### config.mk
export PLATFORM = sky130hd
export DESIGN_NAME = data_mem_ctl
export DESIGN_NICKNAME = d
export VERILOG_FILES = /design/src/rtl/data_mem_ctl.sv
export SDC_FILE = /design/constraint.sdc
export NUM_CORES = 2
export LEC_CHECK = 0
export CELL_PAD_IN_SITES_DETAIL_PLACEMENT = 0
export CELL_PAD_IN_SITES_GLOBAL_PLACEMENT = 1
export CORE_ASPECT_RATIO = 1.1
export CORE_UTILIZATION = 35
export DETAILED_ROUTE_END_ITERATION = 8
export PLACE_DENSITY = 0.53
export SLEW_MARGIN = 20
export SYNTH_ARGS = -nofsm -noshare
export SYNTH_HDL_FRONTEND = slang
export SYNTH_SLANG_ARGS = --single-unit
### constraint.sdc
create_clock -name CLK -period 10.5 [get_ports CLK]
set_input_delay 1.05 -clock CLK [delete_from_list [all_inputs] [get_ports CLK]]
set_output_delay 1.05 -clock CLK [all_outputs]
set_load 0.1 [all_outputs]
### src/rtl/data_mem_ctl.sv
`default_nettype none
// ============================================================================
// data_mem_ctl : single-port data RAM, registered read, post-reset clear sweep
// Revision     : 1.0
// ============================================================================
module data_mem_ctl #(
  parameter int DW       = 8,
  parameter int AW       = 8,
  parameter int DEPTH    = 256,
  parameter int RDW_MODE = 0,
  parameter int CLEAR_EN = 1
) (
  input  logic          CLK,
  input  logic          Reset_n,
  input  logic [AW-1:0] DataAddress,
  input  logic          ReadMem,
  input  logic          WriteMem,
  input  logic [DW-1:0] DataIn,
  output logic [DW-1:0] DataOut,
  output logic          RdValid,
  output logic          Ready,
  output logic          AddrErr
);

  localparam int CW  = (DEPTH > 1) ? $clog2(DEPTH) : 1;
  localparam int AW1 = AW + 1;
  localparam logic [CW-1:0] C_CLR_LAST = CW'(DEPTH - 1);
  localparam logic [AW:0]   C_DEPTH    = AW1'(DEPTH);

  typedef enum logic {S_CLEAR = 1'b0, S_RUN = 1'b1} state_t;
  localparam state_t C_RESET_STATE = (CLEAR_EN != 0) ? S_CLEAR : S_RUN;

  logic [DW-1:0] mem [DEPTH];

  state_t        state_q, state_d;
  logic [CW-1:0] clr_cnt_q, clr_cnt_d;
  logic          ready_q;
  logic [DW-1:0] dout_q;
  logic          rd_valid_q;
  logic          addr_err_q;

  logic          w_in_range;
  logic          w_rd_req;
  logic          w_wr_req;
  logic          w_wr_en;
  logic [CW-1:0] w_idx;
  logic [DW-1:0] w_rd_data;

  assign w_in_range = ({1'b0, DataAddress} < C_DEPTH);
  assign w_rd_req   = ready_q & ReadMem;
  assign w_wr_req   = ready_q & WriteMem;
  assign w_wr_en    = w_wr_req & w_in_range;
  assign w_idx      = DataAddress[CW-1:0];

  // Write-through bypass only matters when a write hits the same (single) address.
  always_comb begin
    w_rd_data = '0;
    if (w_in_range) begin
      if ((RDW_MODE != 0) && w_wr_req) w_rd_data = DataIn;
      else                             w_rd_data = mem[w_idx];
    end
  end

  always_comb begin
    state_d   = state_q;
    clr_cnt_d = clr_cnt_q;
    case (state_q)
      S_CLEAR: begin
        if (clr_cnt_q == C_CLR_LAST) state_d = S_RUN;
        else                         clr_cnt_d = clr_cnt_q + CW'(1);
      end
      S_RUN:   state_d = S_RUN;
      default: state_d = C_RESET_STATE;
    endcase
  end

  always_ff @(posedge CLK) begin
    if (!Reset_n) begin
      state_q    <= C_RESET_STATE;
      clr_cnt_q  <= '0;
      ready_q    <= 1'b0;
      dout_q     <= '0;
      rd_valid_q <= 1'b0;
      addr_err_q <= 1'b0;
    end else begin
      state_q    <= state_d;
      clr_cnt_q  <= clr_cnt_d;
      ready_q    <= (state_d == S_RUN);
      rd_valid_q <= w_rd_req;
      addr_err_q <= (w_rd_req | w_wr_req) & ~w_in_range;
      if (w_rd_req) dout_q <= w_rd_data;
    end
  end

  // Storage is deliberately left out of reset; only the sweep zeroes it.
  always_ff @(posedge CLK) begin
    if (Reset_n) begin
      if (state_q == S_CLEAR) mem[clr_cnt_q] <= '0;
      else if (w_wr_en)       mem[w_idx]     <= DataIn;
    end
  end

  assign DataOut = dout_q;
  assign RdValid = rd_valid_q;
  assign Ready   = ready_q;
  assign AddrErr = addr_err_q;

endmodule
`default_nettype wire

== Word level (Yosys, flattened, before mapping) ==
Memories as Yosys holds them, arrays and structs flattened. A register that Yosys moved wholly into a read port is not among the register bits.
Index checks and enable logic that the tools add are counted.

* Register bits: 10
* RAM bits: 2,048
* Bits of input ports: 20
* Output and inout port bits: 11
* Word-level logic and storage cells: 25
* Memories: 1

* $add $sub $neg: 1
* Eq/ne operators: 1
* Mux-type cells: 12
* Bitwise logic cells: 4
* Reductions and logical operators: 3

{| class="wikitable"
|+ Memories
! memory !! words !! width !! rd ports !! clocked after memory_dff !! wr ports !! line !! text
|-
| mem || 256 || 8 || 1 || 1 || 1 || 33 || <nowiki>logic [DW-1:0] mem [DEPTH];</nowiki>
|}

{| class="wikitable"
|+ Operators by type and width
! operator !! count
|-
| $mux 8 || 2
|-
| $mux 1 || 9
|-
| $add 8x1->8 const B || 1
|-
| $eq 8x8->1 const B || 1
|-
| $reduce_or 8->1 || 1
|-
| $and 1x1->1 || 2
|-
| $not 1->1 || 2
|-
| $pmux 1 s2 || 1
|-
| $reduce_and 2->1 || 1
|-
| $logic_not 1->1 || 1
|}

== Longest topological paths before layout ==
* Depth in word-level cells: 7
* Gate-level depth with buffers: 12
* Gate-level depth less buffers: 7

== Least setup slack after synthesis ==
Ideal clock, no wire load.

* Path kind: register to register
* From: register ready_q, in the netlist Ready
* To: memory mem[0][0], data pin
* Library setup time: 0.869 ns
* Data arrival time: 4.933 ns
* Data required time: 9.631 ns
* Slack: 4.698 ns
* Stages on the path, launching flop included: 5
* Path buffers: 2
* Period minus slack after synthesis: 5.802 ns
* Cells stage by stage: dfxtp_1 -> and3_1 -> buf_2 -> clkbuf_1 -> and2_1

* Word-level cells in the longest chain between the ends: 7

{| class="wikitable"
|+ RTL lines
! what !! line !! text
|-
| start: declaration || 37 || <nowiki>logic ready_q;</nowiki>
|-
| start signal: assignment || 88 || <nowiki>ready_q <= (state_d == S_RUN);</nowiki>
|-
| $and 1x1->1 || 51 || <nowiki>assign w_wr_req = ready_q & WriteMem;</nowiki>
|-
| $mux 1 || 99 || <nowiki>else if (w_wr_en) mem[w_idx] <= DataIn;</nowiki>
|-
| $mux 1 * || 98 || <nowiki>if (state_q == S_CLEAR) mem[clr_cnt_q] <= '0;</nowiki>
|-
| $mux 1 * || 97 || <nowiki>if (Reset_n) begin</nowiki>
|-
| $mux 1 (not written as such) * || 99 ||
|-
| $reduce_or 8->1 (no line) * || n/a ||
|-
| $mux 8 (no line) * || n/a ||
|-
| end: declaration || 33 ||
|}

Every way passes the cells marked *; elsewhere a longest branch is shown, timed or not.

== Worst setup path in the final report ==
* From: input Reset_n
* To: memory mem[127][5], enable pin

* Word-level cells in the longest chain between the ends: 4
* Elaborated cells between the ends (all ways): 7
* Classes of those cells: mux: 6; reduce/logical: 1

{| class="wikitable"
|+ RTL lines
! what !! line !! text
|-
| start: declaration || 14 || <nowiki>input logic Reset_n,</nowiki>
|-
| $mux 1 || 97 ||
|-
| $mux 1 (not written as such) || 99 ||
|-
| $reduce_or 8->1 (no line) || n/a ||
|-
| $mux 8 (no line) or $mux 1 (tied branches) || n/a ||
|}

Parallel ways exist; a longest one is shown, timed or not.

==> key figures <==
Clock tree
  • Clk root buf: sky130_fd_sc_hd__clkbuf_16
  • Total setup buffers inserted after CTS: 0
  • Longest Clk Path Bufs: 3
  • Clock tree from TritonCTS: yes
  • Clock slew at the register clock pins of the worst setup and hold paths: 60 ps
  • Skew-Pair Late Insertion Delay: 860 ps
  • Clock tree sinks: 2,066
  • Number of levels in the clock H-tree: 4
  • Number of buffers created by CTS: 206
  • Resized cells post-CTS: 0
  • Hold Buf Count CTS: 0

Synthesis
  • Count of unique library cells instantiated by Yosys: 60
  • Portion of the post-synthesis area used by sequential elements: 0.7657
  • Register bit count reported by yosys: 2,066
  • Multiplexer share of the synthesized area: 0.1532
  • Dominant combinational cell family by area after synthesis: multiplexers
  • Adder-cell share of the synthesized area: 0.0001549
  • Area fraction in compound gates after synthesis: 0.03020
  • Ys flop type: sky130_fd_sc_hd__edfxtp_1
  • Total standard cell area after synthesis: 80,790 um2
  • Xor/xnor share of the synthesized area: 0.0006504
  • Asr flop ratio synth: 0
  • Number of warning messages in the yosys log: 0
  • Total nets after synthesis: 3,904
  • Number of instances in the synthesized netlist: 3,883
  • Basic-gate share of the synthesized area counting and, or, nand and nor cells: 0.03170
  • Syn avg cell area: 20.81 um2
  • Number of flops mapped to enable cells by yosys: 2,048

Global routing
  • Most congested layer reported by global routing: met2
  • Vias in the first global route: 40,190
  • Global-route track usage on met3: 0.02896
  • Total Routing Usage GR: 0.1909
  • Global-route wire length before repair: 314,700 um
  • Antenna violations before repair: 10
  • Maximum number of pins on one net before global-route repair: 182
  • Met2 track utilization from global routing: 0.3101
  • Global route overflow: 0
  • Fraction of met1 tracks used by global routing: 0.2667

Critical path
  • Worst setup path category: input pin to flip-flop
  • Worst Path Max Fanout: 26
  • Crit start category: input pin
  • Required time of the worst setup path: 10,960 ps
  • Endpoint class of the critical path: flip-flop
  • Delay contributed by the slowest stage of the critical path: 980 ps
  • Critical Path, Cell by Cell: clkdlybuf4s50_1, and3_1, nand2_1, o21ai_1, nand3_2, nor2_1
  • Slowest cell on the critical path: sky130_fd_sc_hd__nor2_1
  • WP data arrival: 5410 ps

Drt
  • Routed WL: 222,000 um
  • First-pass iteration count of the detailed router: 5
  • Via count: 38,820
  • Routed wire length per instance: 30.79 um
  • Average via count per standard cell: 5.385
  • Post-detailed-route count of antenna-violating nets: 0
  • Violation count after the first detailed-routing iteration: 3,870
  • Final routed DRC violation total: 0

STA
  • TNS Setup: 0 ps
  • Count of final hold-check violations: 0
  • Count of final max-slew check failures: 0
  • Remaining max-slew budget at the tightest pin: 0.1144
  • RSZ-0062 raised after global routing: no
  • Final cycle utilization of the critical path: 0.4716
  • Pin slew with the least headroom to its limit: 1328 ps
  • Fmax: 201.9 MHz
  • Final worst clock skew: 24.04 ps
  • Post-route worst hold slack: 546.1 ps
  • Clock period minus worst slack: 4952 ps
  • Number of failing setup endpoints in the final timing report: 0

Power
  • Switching part of the total power: 0.2075
  • Int Pwr: 13.42 mW
  • Static Leakage: 31.93 nW
  • Sequential Power Share: 0.528
  • Total power divided by cell area: 185.9 nW/um2
  • Clk pwr share: 0.442
  • Worst vdd rail ir drop: 0.1680 mV
  • Switching Power: 3.512 mW
  • Combinational cell fraction of total power: 0.031

Final layout
  • Most frequent standard cell in the layout excluding fill and tap cells: sky130_fd_sc_hd__edfxtp_1
  • Most frequent cells in the layout: sky130_fd_sc_hd__edfxtp_1, sky130_fd_sc_hd__mux4_2, sky130_fd_sc_hd__nor2_1, sky130_fd_sc_hd__clkbuf_16, sky130_fd_sc_hd__mux2i_1
  • Final Instance Area: 91,060 um2
  • Share of layout cells above drive strength 1: 0.2145
  • Number of nets at the end of the flow: 3,980
  • Layout overhead on the synthesized area: 12.71%
  • Filler cells: 20,330

Outcome
  • Status: finished clean

Die
  • Core area: 229,100 um2
  • Floorplan row count: 184
  • Die extent in x: 460.1 um
  • Initial cell density of the core: 0.3527
  • Die extent in y: 505.9 um
  • Number of primary I/O pins: 31
  • Full die area: 232,800 um2

Placement
  • Final weighted congestion in routability-driven placement: 0.8127
  • Number of buffer cells added on primary ports: 29
  • HPWL after detailed placement: 132,300 um
  • Placed Instance Area: 84,250 um2

Min path
  • Kind of path behind the tightest hold check: flip-flop to flip-flop

Job
  • Number of max-cap violations: 0
-- kinds of logic (layout without fill, tap and decap cells) --
| logic type | Yosys count | after routing |
|---|---|---|
| AND/OR/NAND/NOR | 569 | 569 |
| flip-flops | 2066 | 2066 |
| other | 1 | 5 |
| buffers and inverters | 244 | 497 |
| XOR/XNOR | 6 | 6 |
| AO/OA/AOI/OAI | 329 | 329 |
| multiplexers | 667 | 667 |
| adder cells (fa/ha/maj) | 1 | 1 |
-- state kept, by name, indices dropped and copies added, names as in the netlist --
register   count
DataOut        8
clr_cnt_q      8
mem         2048
Ready          1
RdValid        1
-- synth_stat cells, types with 3 or more instances --
| library cell | number | area share |
|---|---|---|
| sky130_fd_sc_hd__edfxtp_1 | 2048 | 0.76 |
| sky130_fd_sc_hd__mux4_2 | 452 | 0.13 |
| sky130_fd_sc_hd__nor2_1 | 304 | 0.014 |
| sky130_fd_sc_hd__mux2i_1 | 203 | 0.025 |
| sky130_fd_sc_hd__clkbuf_1 | 113 | 0.0052 |
| sky130_fd_sc_hd__nand2_1 | 75 | 0.0035 |
| sky130_fd_sc_hd__and2_1 | 47 | 0.0036 |
| sky130_fd_sc_hd__o22ai_1 | 47 | 0.0036 |
| sky130_fd_sc_hd__a211oi_1 | 42 | 0.0039 |
| sky130_fd_sc_hd__buf_6 | 37 | 0.0052 |
| sky130_fd_sc_hd__buf_2 | 36 | 0.0022 |
| sky130_fd_sc_hd__o21ai_0 | 35 | 0.0022 |
| sky130_fd_sc_hd__nand3_1 | 33 | 0.0020 |
| sky130_fd_sc_hd__nor3_1 | 32 | 0.0020 |
| sky130_fd_sc_hd__o221ai_1 | 31 | 0.0034 |
| sky130_fd_sc_hd__a22oi_1 | 29 | 0.0027 |
| sky130_fd_sc_hd__buf_4 | 26 | 0.0024 |
| sky130_fd_sc_hd__o2111ai_1 | 22 | 0.0024 |
| sky130_fd_sc_hd__a21oi_1 | 19 | 0.0012 |
| sky130_fd_sc_hd__dfxtp_1 | 18 | 0.0045 |
| sky130_fd_sc_hd__o31ai_1 | 18 | 0.0017 |
| sky130_fd_sc_hd__nand3b_1 | 17 | 0.0016 |
| sky130_fd_sc_hd__o211ai_1 | 15 | 0.0014 |
| sky130_fd_sc_hd__a22o_1 | 14 | 0.0015 |
| sky130_fd_sc_hd__nand2b_1 | 14 | 0.0011 |
| sky130_fd_sc_hd__nor2b_1 | 14 | 0.0011 |
| sky130_fd_sc_hd__o21ai_1 | 11 | 0.00068 |
| sky130_fd_sc_hd__buf_1 | 10 | 0.00046 |
| sky130_fd_sc_hd__mux2_2 | 10 | 0.0014 |
| sky130_fd_sc_hd__inv_1 | 8 | 0.00037 |
| sky130_fd_sc_hd__o221ai_2 | 8 | 0.0015 |
| sky130_fd_sc_hd__a211o_1 | 7 | 0.00076 |
| sky130_fd_sc_hd__a221oi_1 | 7 | 0.00076 |
| sky130_fd_sc_hd__a311oi_1 | 7 | 0.00076 |
| sky130_fd_sc_hd__a32oi_1 | 7 | 0.00076 |
| sky130_fd_sc_hd__nor4_1 | 7 | 0.00054 |
| sky130_fd_sc_hd__buf_8 | 6 | 0.0011 |
| sky130_fd_sc_hd__or3_1 | 6 | 0.00046 |
| sky130_fd_sc_hd__buf_12 | 5 | 0.0012 |
| sky130_fd_sc_hd__nand4_1 | 5 | 0.00039 |
| sky130_fd_sc_hd__xnor2_1 | 5 | 0.00054 |
| sky130_fd_sc_hd__and3_1 | 4 | 0.00031 |
| sky130_fd_sc_hd__or2_2 | 4 | 0.00031 |
| sky130_fd_sc_hd__a2111oi_0 | 3 | 0.00033 |
-- per-stage QoR --
step                total power, mW  instances  utilization  setup slack, ps
floorplan                     9.454       3883            -             4698
global placement              9.639       6820       0.3678             4795
detailed placement            9.638       6820       0.3678             4771
CTS                           17.09       7205       0.3975             5679
global route                  17.37       7207       0.3975             5483
finish                        16.93       7209       0.3975             5548
-- cell type report --
cell class              instances  area (um2)  area share
multi-input cells            1573       17570      0.1930
flip-flops and latches       2066       61860      0.6793
well taps                    3069        3840     0.04217
inverters                      10       42.54   0.0004672
clock inverters               144        1490     0.01636
clock buffers                 241        5308     0.05828
repair buffers                102       942.2     0.01035
diodes                          4       10.01   0.0001099
-- worst max-delay path, delay by kind of cell --
family | cells | cell delay [ps]
AOI/OAI and AO/OA | 1 | 420
buffers and inverters | 1 | 800
and+or+nand+nor | 4 | 3110
-- per-layer routing --
metal | up-vias | part of all wire
met5 | - | 0
met4 | 0 | 0.026
met3 | 269 | 0.047
met2 | 1007 | 0.49
met1 | 21240 | 0.44
li1 | 16310 | -
-- power by group through the flow --
stage               combinational, mW  clock, mW  sequential [mW]
floorplan                       0.348          0             9.11
global placement                0.531          0             9.11
detailed placement              0.529          0             9.11
CTS                             0.530       7.62             8.93
global route                    0.546       7.90             8.93
finish                          0.521       7.47             8.93
-- final timing paths --
check	startpoint	to	slack (ps)	cells past startpoint
max reg2reg	Ready	mem[127][5]	6060	5
min	DataOut[3]	DataOut[3]	550	2
max	Reset_n	mem[127][5]	5550	6
min reg2reg	DataOut[3]	DataOut[3]	550	2
Note: power is estimated with default switching activity, not from simulation.
